<file path="src/rtl/jtframe_credits_seq_pkg.sv">
// Shared types and constants for the credits overlay sequencer.
// Optional build macro: JTFRAME_CREDITS_TIMEOUT_EN (auto-hide timer).
package jtframe_credits_pkg;

  localparam int FRAME_W = 16;
  localparam int PAGE_W  = 4;

  typedef enum logic [1:0] {
    OFF    = 2'd0,
    SHOW   = 2'd1,
    HIDDEN = 2'd2
  } state_t;

  // Saturating increment: frame counters stick at all-ones instead of wrapping.
  function automatic logic [FRAME_W-1:0] sat_inc(input logic [FRAME_W-1:0] v);
    return (&v) ? v : v + FRAME_W'(1);
  endfunction

endpackage

</file>
<file path="src/rtl/jtframe_credits_seq_if.sv">
// Signal bundle between the pause/OSD logic and the credits sequencer.
// master drives the video/user inputs; slave is the sequencer itself.
interface jtframe_credits_seq_if;
  import jtframe_credits_pkg::*;

  logic              pxl_cen;
  logic              VB;
  logic              pause;
  logic              btn;
  logic              credits_en;
  logic              enable;
  logic              toggle;
  logic [PAGE_W-1:0] page;
  logic              frame_tick;

  modport master (
    output pxl_cen, VB, pause, btn, credits_en,
    input  enable, toggle, page, frame_tick
  );

  modport slave (
    input  pxl_cen, VB, pause, btn, credits_en,
    output enable, toggle, page, frame_tick
  );
endinterface

</file>
<file path="src/rtl/jtframe_credits_seq_deb.sv">
// Button conditioner: 2-FF synchroniser followed by a once-per-frame
// debouncer. Emits a one-clk press pulse when the sampled history turns
// all-ones after the button was last seen low.
module jtframe_credits_deb #(
  parameter int DEBW = 2
) (
  input  logic clk,
  input  logic rst,
  input  logic btn,
  input  logic frame_tick,
  output logic press
);

  logic [1:0]      sync_q, sync_d;
  logic [DEBW-1:0] hist_q, hist_d;
  logic            stable_q, stable_d;
  logic            press_q, press_d;

  // Next-state for synchroniser, history and armed/stable flag.
  always_comb begin
    // NOTE: every output of a combinational block gets a default first, so
    // no path leaves a value unassigned and no latch is inferred.
    sync_d   = {sync_q[0], btn};
    hist_d   = hist_q;
    stable_d = stable_q;
    press_d  = 1'b0;
    if (frame_tick) begin
      hist_d = (hist_q << 1) | DEBW'(sync_q[1]);
      if (!sync_q[1]) begin
        stable_d = 1'b0;
      end else if ((&hist_d) && !stable_q) begin
        press_d  = 1'b1;
        stable_d = 1'b1;
      end
    end
  end

  // State registers with synchronous reset.
  always_ff @(posedge clk) begin
    // NOTE: sequential state uses non-blocking assignments so every flop
    // samples pre-edge values regardless of statement order.
    if (rst) begin
      sync_q   <= '0;
      hist_q   <= '0;
      stable_q <= 1'b0;
      press_q  <= 1'b0;
    end else begin
      sync_q   <= sync_d;
      hist_q   <= hist_d;
      stable_q <= stable_d;
      press_q  <= press_d;
    end
  end

  assign press = press_q;

endmodule

</file>
<file path="src/rtl/jtframe_credits_seq.sv">
// Credits overlay sequencer: frame tick extraction, pause edge detection,
// OFF/SHOW/HIDDEN state machine, page rotation and optional auto-hide.
// Optional build macro: JTFRAME_CREDITS_TIMEOUT_EN enables the TIMEOUT
// auto-hide; without it SHOW is left only by a press or the OFF conditions.
module jtframe_credits_seq
  import jtframe_credits_pkg::*;
#(
  parameter logic               BLKPOL      = 1'b1,
  parameter int                 PAGES       = 1,
  parameter logic [FRAME_W-1:0] PAGE_FRAMES = 16'd600,
  parameter logic [FRAME_W-1:0] TIMEOUT     = 16'd1800,
  parameter int                 DEBW        = 2
) (
  input  logic                 clk,
  input  logic                 rst,
  jtframe_credits_seq_if.slave bus
);

  localparam logic [PAGE_W-1:0]  LAST_PAGE = PAGE_W'(PAGES - 1);
  localparam logic [FRAME_W-1:0] PAGE_CMP  = PAGE_FRAMES - FRAME_W'(1);

  logic vb;
  logic last_vb_q, last_vb_d;
  logic frame_tick_q, frame_tick_d;
  logic pause_q, pause_d;
  logic pause_rise, pause_fall;
  logic press;
  logic timeout_evt;

  state_t             state_q, state_d;
  logic               enable_q, enable_d;
  logic               toggle_q, toggle_d;
  logic [PAGE_W-1:0]  page_q, page_d;
  logic [FRAME_W-1:0] ptmr_q, ptmr_d;

  assign vb         = BLKPOL ? bus.VB : ~bus.VB;
  assign pause_rise = bus.pause & ~pause_q;
  assign pause_fall = ~bus.pause & pause_q;

  jtframe_credits_deb #(.DEBW(DEBW)) u_deb (
    .clk        (clk),
    .rst        (rst),
    .btn        (bus.btn),
    .frame_tick (frame_tick_q),
    .press      (press)
  );

  // Frame tick on the pixel-enabled blanking rise; pause history every clk.
  always_comb begin
    last_vb_d    = bus.pxl_cen ? vb : last_vb_q;
    frame_tick_d = bus.pxl_cen & vb & ~last_vb_q;
    pause_d      = bus.pause;
  end

  // Edge-detector registers. pause_q resets high so a pause level already
  // present at reset release is not mistaken for a fresh rising edge.
  always_ff @(posedge clk) begin
    if (rst) begin
      last_vb_q    <= 1'b0;
      frame_tick_q <= 1'b0;
      pause_q      <= 1'b1;
    end else begin
      last_vb_q    <= last_vb_d;
      frame_tick_q <= frame_tick_d;
      pause_q      <= pause_d;
    end
  end

`ifdef JTFRAME_CREDITS_TIMEOUT_EN
  localparam logic [FRAME_W-1:0] TIMEOUT_CMP = TIMEOUT - FRAME_W'(1);

  logic [FRAME_W-1:0] ttmr_q, ttmr_d;
  logic               show_entry;

  // Timeout counter: clears on any entry into SHOW, counts frames in SHOW.
  always_comb begin
    show_entry  = (state_q == OFF    && pause_rise && bus.credits_en) ||
                  (state_q == HIDDEN && press);
    timeout_evt = (state_q == SHOW) && frame_tick_q && (ttmr_q == TIMEOUT_CMP);
    ttmr_d      = ttmr_q;
    if (show_entry) begin
      ttmr_d = '0;
    end else if (state_q == SHOW && frame_tick_q && ttmr_q != TIMEOUT_CMP) begin
      ttmr_d = sat_inc(ttmr_q);
    end
  end

  // Timeout counter register.
  always_ff @(posedge clk) begin
    if (rst) ttmr_q <= '0;
    else     ttmr_q <= ttmr_d;
  end
`else
  // No auto-hide in this build; the comparison folds to constant zero and
  // only keeps the parameter list identical between builds.
  assign timeout_evt = 1'b0 && (TIMEOUT != '0);
`endif

  // Sequencer next state, page rotation and registered outputs.
  always_comb begin
    state_d  = state_q;
    toggle_d = 1'b0;
    page_d   = page_q;
    ptmr_d   = ptmr_q;

    case (state_q)
      OFF: begin
        if (pause_rise && bus.credits_en) begin
          state_d = SHOW;
          page_d  = '0;
          ptmr_d  = '0;
        end
      end
      SHOW: begin
        if (frame_tick_q) begin
          if (ptmr_q == PAGE_CMP) begin
            ptmr_d = '0;
            page_d = (page_q >= LAST_PAGE) ? '0 : page_q + PAGE_W'(1);
          end else begin
            ptmr_d = sat_inc(ptmr_q);
          end
        end
        if (press || timeout_evt) begin
          state_d  = HIDDEN;
          toggle_d = 1'b1;
        end
      end
      HIDDEN: begin
        if (press) begin
          state_d  = SHOW;
          toggle_d = 1'b1;
        end
      end
      default: state_d = OFF;
    endcase

    // Leaving the overlay wins over any press or timeout in the same cycle.
    if (pause_fall || !bus.credits_en) begin
      state_d  = OFF;
      toggle_d = 1'b0;
    end

    enable_d = (state_d != OFF);
  end

  // Sequencer registers.
  always_ff @(posedge clk) begin
    if (rst) begin
      state_q  <= OFF;
      enable_q <= 1'b0;
      toggle_q <= 1'b0;
      page_q   <= '0;
      ptmr_q   <= '0;
    end else begin
      state_q  <= state_d;
      enable_q <= enable_d;
      toggle_q <= toggle_d;
      page_q   <= page_d;
      ptmr_q   <= ptmr_d;
    end
  end

  assign bus.enable     = enable_q;
  assign bus.toggle     = toggle_q;
  assign bus.page       = page_q;
  assign bus.frame_tick = frame_tick_q;

endmodule

</file>
<file path="src/flat_wrapper.sv">
// flat-port wrapper written by rule: the top's interface ports become plain ports
module jtframe_credits_seq_flat import jtframe_credits_pkg::*;
#(
  parameter logic               BLKPOL      = 1'b1,
  parameter int                 PAGES       = 1,
  parameter logic [FRAME_W-1:0] PAGE_FRAMES = 16'd600,
  parameter logic [FRAME_W-1:0] TIMEOUT     = 16'd1800,
  parameter int                 DEBW        = 2
)
  (clk, rst, bus_pxl_cen, bus_VB, bus_pause, bus_btn, bus_credits_en, bus_enable, bus_toggle, bus_page, bus_frame_tick);
  jtframe_credits_seq_if bus_i ();
  input  logic clk;
  input  logic rst;
  input wire logic [$bits(bus_i.pxl_cen)-1:0] bus_pxl_cen;
  input wire logic [$bits(bus_i.VB)-1:0] bus_VB;
  input wire logic [$bits(bus_i.pause)-1:0] bus_pause;
  input wire logic [$bits(bus_i.btn)-1:0] bus_btn;
  input wire logic [$bits(bus_i.credits_en)-1:0] bus_credits_en;
  output wire logic [$bits(bus_i.enable)-1:0] bus_enable;
  output wire logic [$bits(bus_i.toggle)-1:0] bus_toggle;
  output wire logic [$bits(bus_i.page)-1:0] bus_page;
  output wire logic [$bits(bus_i.frame_tick)-1:0] bus_frame_tick;
  assign bus_i.pxl_cen = bus_pxl_cen;
  assign bus_i.VB = bus_VB;
  assign bus_i.pause = bus_pause;
  assign bus_i.btn = bus_btn;
  assign bus_i.credits_en = bus_credits_en;
  assign bus_enable = bus_i.enable;
  assign bus_toggle = bus_i.toggle;
  assign bus_page = bus_i.page;
  assign bus_frame_tick = bus_i.frame_tick;
  jtframe_credits_seq #(.BLKPOL(BLKPOL), .PAGES(PAGES), .PAGE_FRAMES(PAGE_FRAMES), .TIMEOUT(TIMEOUT), .DEBW(DEBW)) u_core (.clk(clk), .rst(rst), .bus(bus_i));
endmodule
</file>
<file path="config.mk">
export PLATFORM = sky130hd
export DESIGN_NAME = jtframe_credits_seq_flat
export DESIGN_NICKNAME = d
export VERILOG_FILES = /design/src/rtl/jtframe_credits_seq_pkg.sv /design/src/rtl/jtframe_credits_seq_if.sv /design/src/rtl/jtframe_credits_seq_deb.sv /design/src/rtl/jtframe_credits_seq.sv /design/src/flat_wrapper.sv
export SDC_FILE = /design/constraint.sdc
export NUM_CORES = 1
export LEC_CHECK = 0
export CORE_MARGIN = 1.5
export CORE_UTILIZATION = 40
export DETAILED_ROUTE_END_ITERATION = 8
export PLACE_DENSITY_LB_ADDON = 0.25
export SLEW_MARGIN = 0
export SYNTH_ARGS = -nofsm -noshare
export SYNTH_HDL_FRONTEND = slang
export SYNTH_SLANG_ARGS = --single-unit
</file>
<file path="constraint.sdc">
create_clock -name clk -period 3.8 [get_ports clk]
set_clock_uncertainty 0.1 [all_clocks]
set_input_delay 0.76 -clock clk [delete_from_list [all_inputs] [get_ports clk]]
set_output_delay 0.76 -clock clk [all_outputs]
set_load 0.02 [all_outputs]
</file>
==> run_results.csv, run 1 <==
group,metric,value,unit
cells_and_area,fillers,122,
placed_design,buffer_ports.inserted,9,
placed_design,place_area,614,µm²
drt,wl_met1,359,µm
worst_hold_path,hold_class,"reg -> reg",
worst_setup_path,critPathTopFamily,"buffers and inverters",
floorplanning,rows,12,
global_route,antenna_found_initial,0,
sta,slew_violations,0,
sta,setup-violations-final,0,
global_route,grt_pass1_vias,370,
drt,drcViolationCount,0,
job,drv_cap,0,
synthesis,synth_area_leaders,"dfxtp_1 (45%), ha_1 (9.5%), nor2b_1 (7.1%), buf_4 (5.7%), mux2i_1 (3.8%)",
clock_tree,cts_tree,"built",
drt,post_drt_wl_per_cell,10.1,µm
sta,grt_setup_unrepaired,"no",
placed_design,hpwl,632,µm
cells_and_area,seqCellArea,240,µm²
worst_setup_path,critPathArrivalTime,1.29,ns
drt,drtIter0Drc,0,
floorplanning,fp.dieW,39.4,µm
cells_and_area,syn_to_final_growth,20.3,%
clock_tree,cts.repair.resized,0,
pwr,irDropWorstVdd,0.172,mV
clock_tree,cts_hold_buf,0,
worst_setup_path,worstPathCellList,"clkdlybuf4s50_1",
drt,first_pass_iters,1,
synthesis,synth_top_area_share,45.4,%
synthesis,synth_warnings,0,
worst_setup_path,crit_path_end_kind,"primary output",
sta,fmax,0.464,GHz
sta,hold_ws,0.314,ns
worst_setup_path,critical_path_buf_inv_count,1,
drt,top_layer_used,"met3",
floorplanning,io_pins,14,
sta,finalHoldViolCount,0,
global_route,grt_start_max_net_pins,11,
worst_setup_path,cp_slowest_cell,"clkdlybuf4s50_1",
cells_and_area,final_area,637,µm²
worst_setup_path,startpoint_type,"flip-flop",
drt,wl_met2,386,µm
floorplanning,core_area,0.00117,mm²
synthesis,ys_async_sr_fraction,0,%
drt,avgViaCountPerCell,4.87,
cells_and_area,final_nets,77,
clock_tree,cts_buffer_depth,2,
drt,ant_nets,0,
sta,period_needed,2.15,ns
cells_and_area,n_antenna_cell,0,
worst_setup_path,critical_path_required,2.94,ns
sta,finalSetupTns,0,ns
cells_and_area,multiInputGateArea,259,µm²
floorplanning,fp.dieH,39.4,µm
global_route,grt_overflow,0,
global_route,grt_pass1_wl,1.44,mm
worst_setup_path,path_class,"reg -> out",
clock_tree,clock_latency,0.26,ns
synthesis,synth_edf_count,0,
synthesis,synth_commonest_cells,"dfxtp_1 (12), nor2b_1 (6), buf_4 (4), ha_1 (4)",
pwr,power_density,350,mW/mm²
floorplanning,die-area,0.00155,mm²
clock_tree,htree_levels,1,
clock_tree,cts_setup_buffers,0,
drt,vias,380,
drt,drt-total-wl,787,µm
clock_tree,root_buffer,"clkbuf_4",
cells_and_area,drive_gt1_share,6.25,%
synthesis,synth_most_common_cell,"dfxtp_1",
synthesis,ys_ff_latch,12,
synthesis,yosys.area.top_type,"dfxtp_1",
worst_setup_path,slowest_delay,0.64,ns
clock_tree,clkSlewWorstSetupHoldPaths,0.07,ns
synthesis,syn-cell-area,529,µm²
clock_tree,cts_buffers,3,
global_route,grt_use_total,14.3,%
sta,final_min_period_over_clock_period,56.7,%
clock_tree,cts_sinks,12,
status,run_status,"finished clean",
placed_design,gp_congestion,0.734,
drt,wl_met3,41,µm
pwr,leakagePower,0.247,nW
floorplanning,start_util,45.2,%
synthesis,yosysUniqueCellTypes,23,
synthesis,synth_flop_cell,"dfxtp_1",
synthesis,yosysSeqAreaShare,45.4,%
synthesis,syn_area_per_cell,9.80,µm²
synthesis,syn_inst,54,
worst_setup_path,crit_fanout,5,
final timing paths:
path / start / endpoint / slack, ns / cells after the start
setup / recovery: u_core.bus.frame_tick$_SDFF_PP0_ / bus_frame_tick / 1.65 / 1
hold / removal: u_core.u_deb.stable_q$_SDFFE_PP0P_ / u_core.u_deb.press$_SDFF_PP0_ / 0.31 / 1
setup reg to reg: u_core.state_q[0]$_SDFF_PP0_ / u_core.bus.enable$_SDFF_PP0_ / 2.33 / 3
hold reg to reg: u_core.u_deb.stable_q$_SDFFE_PP0P_ / u_core.u_deb.press$_SDFF_PP0_ / 0.31 / 1
registers in the layout (all words and copies together) (netlist names):
name	cells
u_core.state_q	2
u_core.u_deb.sync_q	2
u_core.bus.enable	1
u_core.bus.frame_tick	1
u_core.bus.toggle	1
u_core.last_vb_q	1
u_core.pause_q	1
u_core.u_deb.hist_q	1
u_core.u_deb.press	1
u_core.u_deb.stable_q	1
cells by family after synthesis:
logic type,share of synthesized area [%]
adders and majority gates,9.46
buffers and inverters,7.80
DFF,45.4
muxes,3.78
AOI/OAI and AO/OA,9.93
and+or+nand+nor,22.9
other,0.709
report_power, final:
part	switching, mW	internal (mW)	total (mW)	leakage [nW]
clock	0.0364	0.0365	0.0729	0.0138
sequential	0.00178	0.129	0.130	0.0978
combinational	0.00898	0.0103	0.0193	0.136
total	0.0472	0.175	0.223	0.247
layout by cell type (no fill, tap or decap), types with 2 or more instances in the layout:
cell             instances
mux2i_1                  2
nor2b_1                  6
clkbuf_4                 3
inv_1                    2
a31oi_1                  2
ha_1                     4
nand2_1                  2
clkdlybuf4s50_1          9
conb_1                   4
dfxtp_1                 12
nor2_1                   3
o21ai_0                  3
a21oi_1                  2
cell type report:
type	count	area share, %
multi-input combinational	38	40.7
tap	14	2.75
inverter	2	1.18
timing repair buffer	9	14.1
sequential	12	37.7
clock buffer	3	3.54
metrics by stage:
stage,cells,power [mW],utilization (%),setup WS (ns)
2_1_floorplan,57,0.147,-,2.03
3_3_place_gp,75,0.152,52.5,1.55
3_5_place_dp,75,0.153,52.5,1.53
4_1_cts,78,0.226,54.4,1.63
5_1_grt,78,0.233,54.4,1.59
6_report,78,0.223,54.4,1.65
metal layers:
layer | vias up | global-route usage (%)
met5 | - | 0
met4 | 0 | 7.76
met3 | 0 | 3.41
met2 | 10 | 25.4
met1 | 170 | 15.2
li1 | 200 | -
Note: power is estimated with default switching activity, not from simulation.
==> run 2: changes to the inputs <==
clock period = 2.05 ns   (was 3.8 ns; I/O delays follow)
==> run_results.csv, run 2 (synthesis gave the netlist of run 1 again) <==
group,metric,value,unit
drt,drtIter0Drc,3,
floorplanning,core_area,0.00117,mm²
pwr,power,460,µW
job,drv_cap,0,
cells_and_area,final_nets,78,
worst_setup_path,critical_path_buf_inv_count,1,
clock_tree,cts_buffer_depth,2,
floorplanning,die-area,0.00155,mm²
cells_and_area,n_antenna_cell,0,
placed_design,hpwl,614,µm
worst_setup_path,path_class,"reg -> out",
global_route,met3_usage,8.52,%
worst_setup_path,crit_fanout,5,
cells_and_area,syn_to_final_growth,24.3,%
status,run_status,"finished clean",
floorplanning,fp.dieH,39.4,µm
worst_setup_path,cp_slowest_cell,"clkdlybuf4s50_1",
sta,slew_violations,0,
sta,grt_setup_unrepaired,"no",
clock_tree,clock_latency,0.27,ns
cells_and_area,layout.cells.most_common,"dfxtp_1",
global_route,grt_overflow,0,
worst_setup_path,critPathArrivalTime,1.30,ns
global_route,grtUsageMet2,19.6,%
pwr,irDropWorstVdd,0.345,mV
placed_design,buffer_ports.inserted,9,
worst_setup_path,rrSetupSlack,0.57,ns
sta,fmax,0.553,GHz
drt,drt-total-wl,765,µm
global_route,grt_pass1_vias,324,
worst_setup_path,critical_path_required,1.54,ns
cells_and_area,drive_gt1_share,9.09,%
floorplanning,start_util,45.2,%
sta,final_min_period_over_clock_period,88.2,%
drt,vias,392,
pwr,power_density,699,mW/mm²
pwr,p_clk_share,39.4,%
drt,first_pass_iters,4,
floorplanning,fp.dieW,39.4,µm
pwr,leakagePower,0.259,nW
worst_setup_path,critPathTopFamily,"buffers and inverters",
cells_and_area,fillers,109,
floorplanning,rows,12,
sta,hold_ws,0.322,ns
sta,setup-violations-final,0,
sta,finalHoldViolCount,0,
clock_tree,cts_tree,"built",
pwr,cell_internal_pwr,367,µW
clock_tree,cts_sinks,12,
global_route,top_usage_layer,"met2",
global_route,grt_use_total,13.7,%
cells_and_area,utilization,56.2,%
sta,finalSetupTns,0,ns
clock_tree,clkSlewWorstSetupHoldPaths,0.07,ns
placed_design,gp_congestion,0.805,
global_route,grt_start_max_net_pins,10,
drt,drcViolationCount,0,
pwr,combPwrFrac,8.1,%
pwr,switching_share,20.3,%
clock_tree,root_buffer,"clkbuf_4",
sta,period_needed,1.81,ns
clock_tree,cts_buffers,3,
global_route,grt_use_met1,15.2,%
worst_setup_path,crit_path_end_kind,"primary output",
cells_and_area,reg_top3,"u_core.state_q x2, u_core.u_deb.sync_q x2",
drt,ant_nets,0,
worst_setup_path,slowest_delay,0.63,ns
worst_setup_path,startpoint_type,"flip-flop",
global_route,grt_pass1_wl,1.30,mm
floorplanning,io_pins,14,
global_route,antenna_found_initial,0,
clock_tree,cts_setup_buffers,0,
clock_tree,cts_hold_buf,0,
worst_setup_path,worstPathCellList,"clkdlybuf4s50_1",
cells_and_area,final_cell_mix,"dfxtp_1 (12), clkdlybuf4s50_1 (9), nor2b_1 (6)",
drt,post_drt_wl_per_cell,9.56,µm
drt,avgViaCountPerCell,4.90,
clock_tree,cts.repair.resized,0,
pwr,sequentialPowerShare,52.5,%
pwr,switching_power,93.6,µW
worst_hold_path,hold_class,"reg -> reg",
clock_tree,htree_levels,1,
run 2: changes by cell type in the layout (fill, tap and decap cells not counted):
cell      before  now
buf_4          0    1
clkbuf_8       0    1
run 2: metrics by stage:
step / instances / setup WS, ns / area (µm²)
floorplan: 57 / 0.628 / 541
global placement: 76 / 0.275 / 622
detailed placement: 76 / 0.248 / 622
CTS: 80 / 0.230 / 658
global route: 80 / 0.177 / 658
finish: 80 / 0.242 / 658
run 2: per-layer routing:
metal  wire (µm)  part of all wire [%]
met5           0                     0
met3          53                   6.9
met2         359                    47
met4           0                     0
met1         352                    46
run 2: path summary, 6_finish.rpt:
check / endpoint / cells past startpoint / start
hold / removal: u_core.u_deb.press$_SDFF_PP0_ / 1 / u_core.u_deb.stable_q$_SDFFE_PP0P_
setup / recovery: bus_frame_tick / 1 / u_core.bus.frame_tick$_SDFF_PP0_
setup reg to reg: u_core.state_q[0]$_SDFF_PP0_ / 3 / u_core.state_q[1]$_SDFF_PP0_
hold reg to reg: u_core.u_deb.press$_SDFF_PP0_ / 1 / u_core.u_deb.stable_q$_SDFFE_PP0P_
run 2: area by class of cell:
class                   count  area (µm²)  share of cell area [%]
multi-input cells          38         259                    39.4
clock buffers               4        36.3                    5.51
inverters                   2        7.51                    1.14
flip-flops and latches     12         240                    36.5
repair buffers             10        97.6                    14.8
well taps                  14        17.5                    2.66
run 2: power by group through the flow:
stage	clock (mW)	sequential, mW	combinational, mW
2_1_floorplan	0	0.248	0.0250
3_3_place_gp	0	0.247	0.0366
3_5_place_dp	0	0.247	0.0372
4_1_cts	0.187	0.241	0.0373
5_1_grt	0.205	0.242	0.0406
6_report	0.181	0.242	0.0371
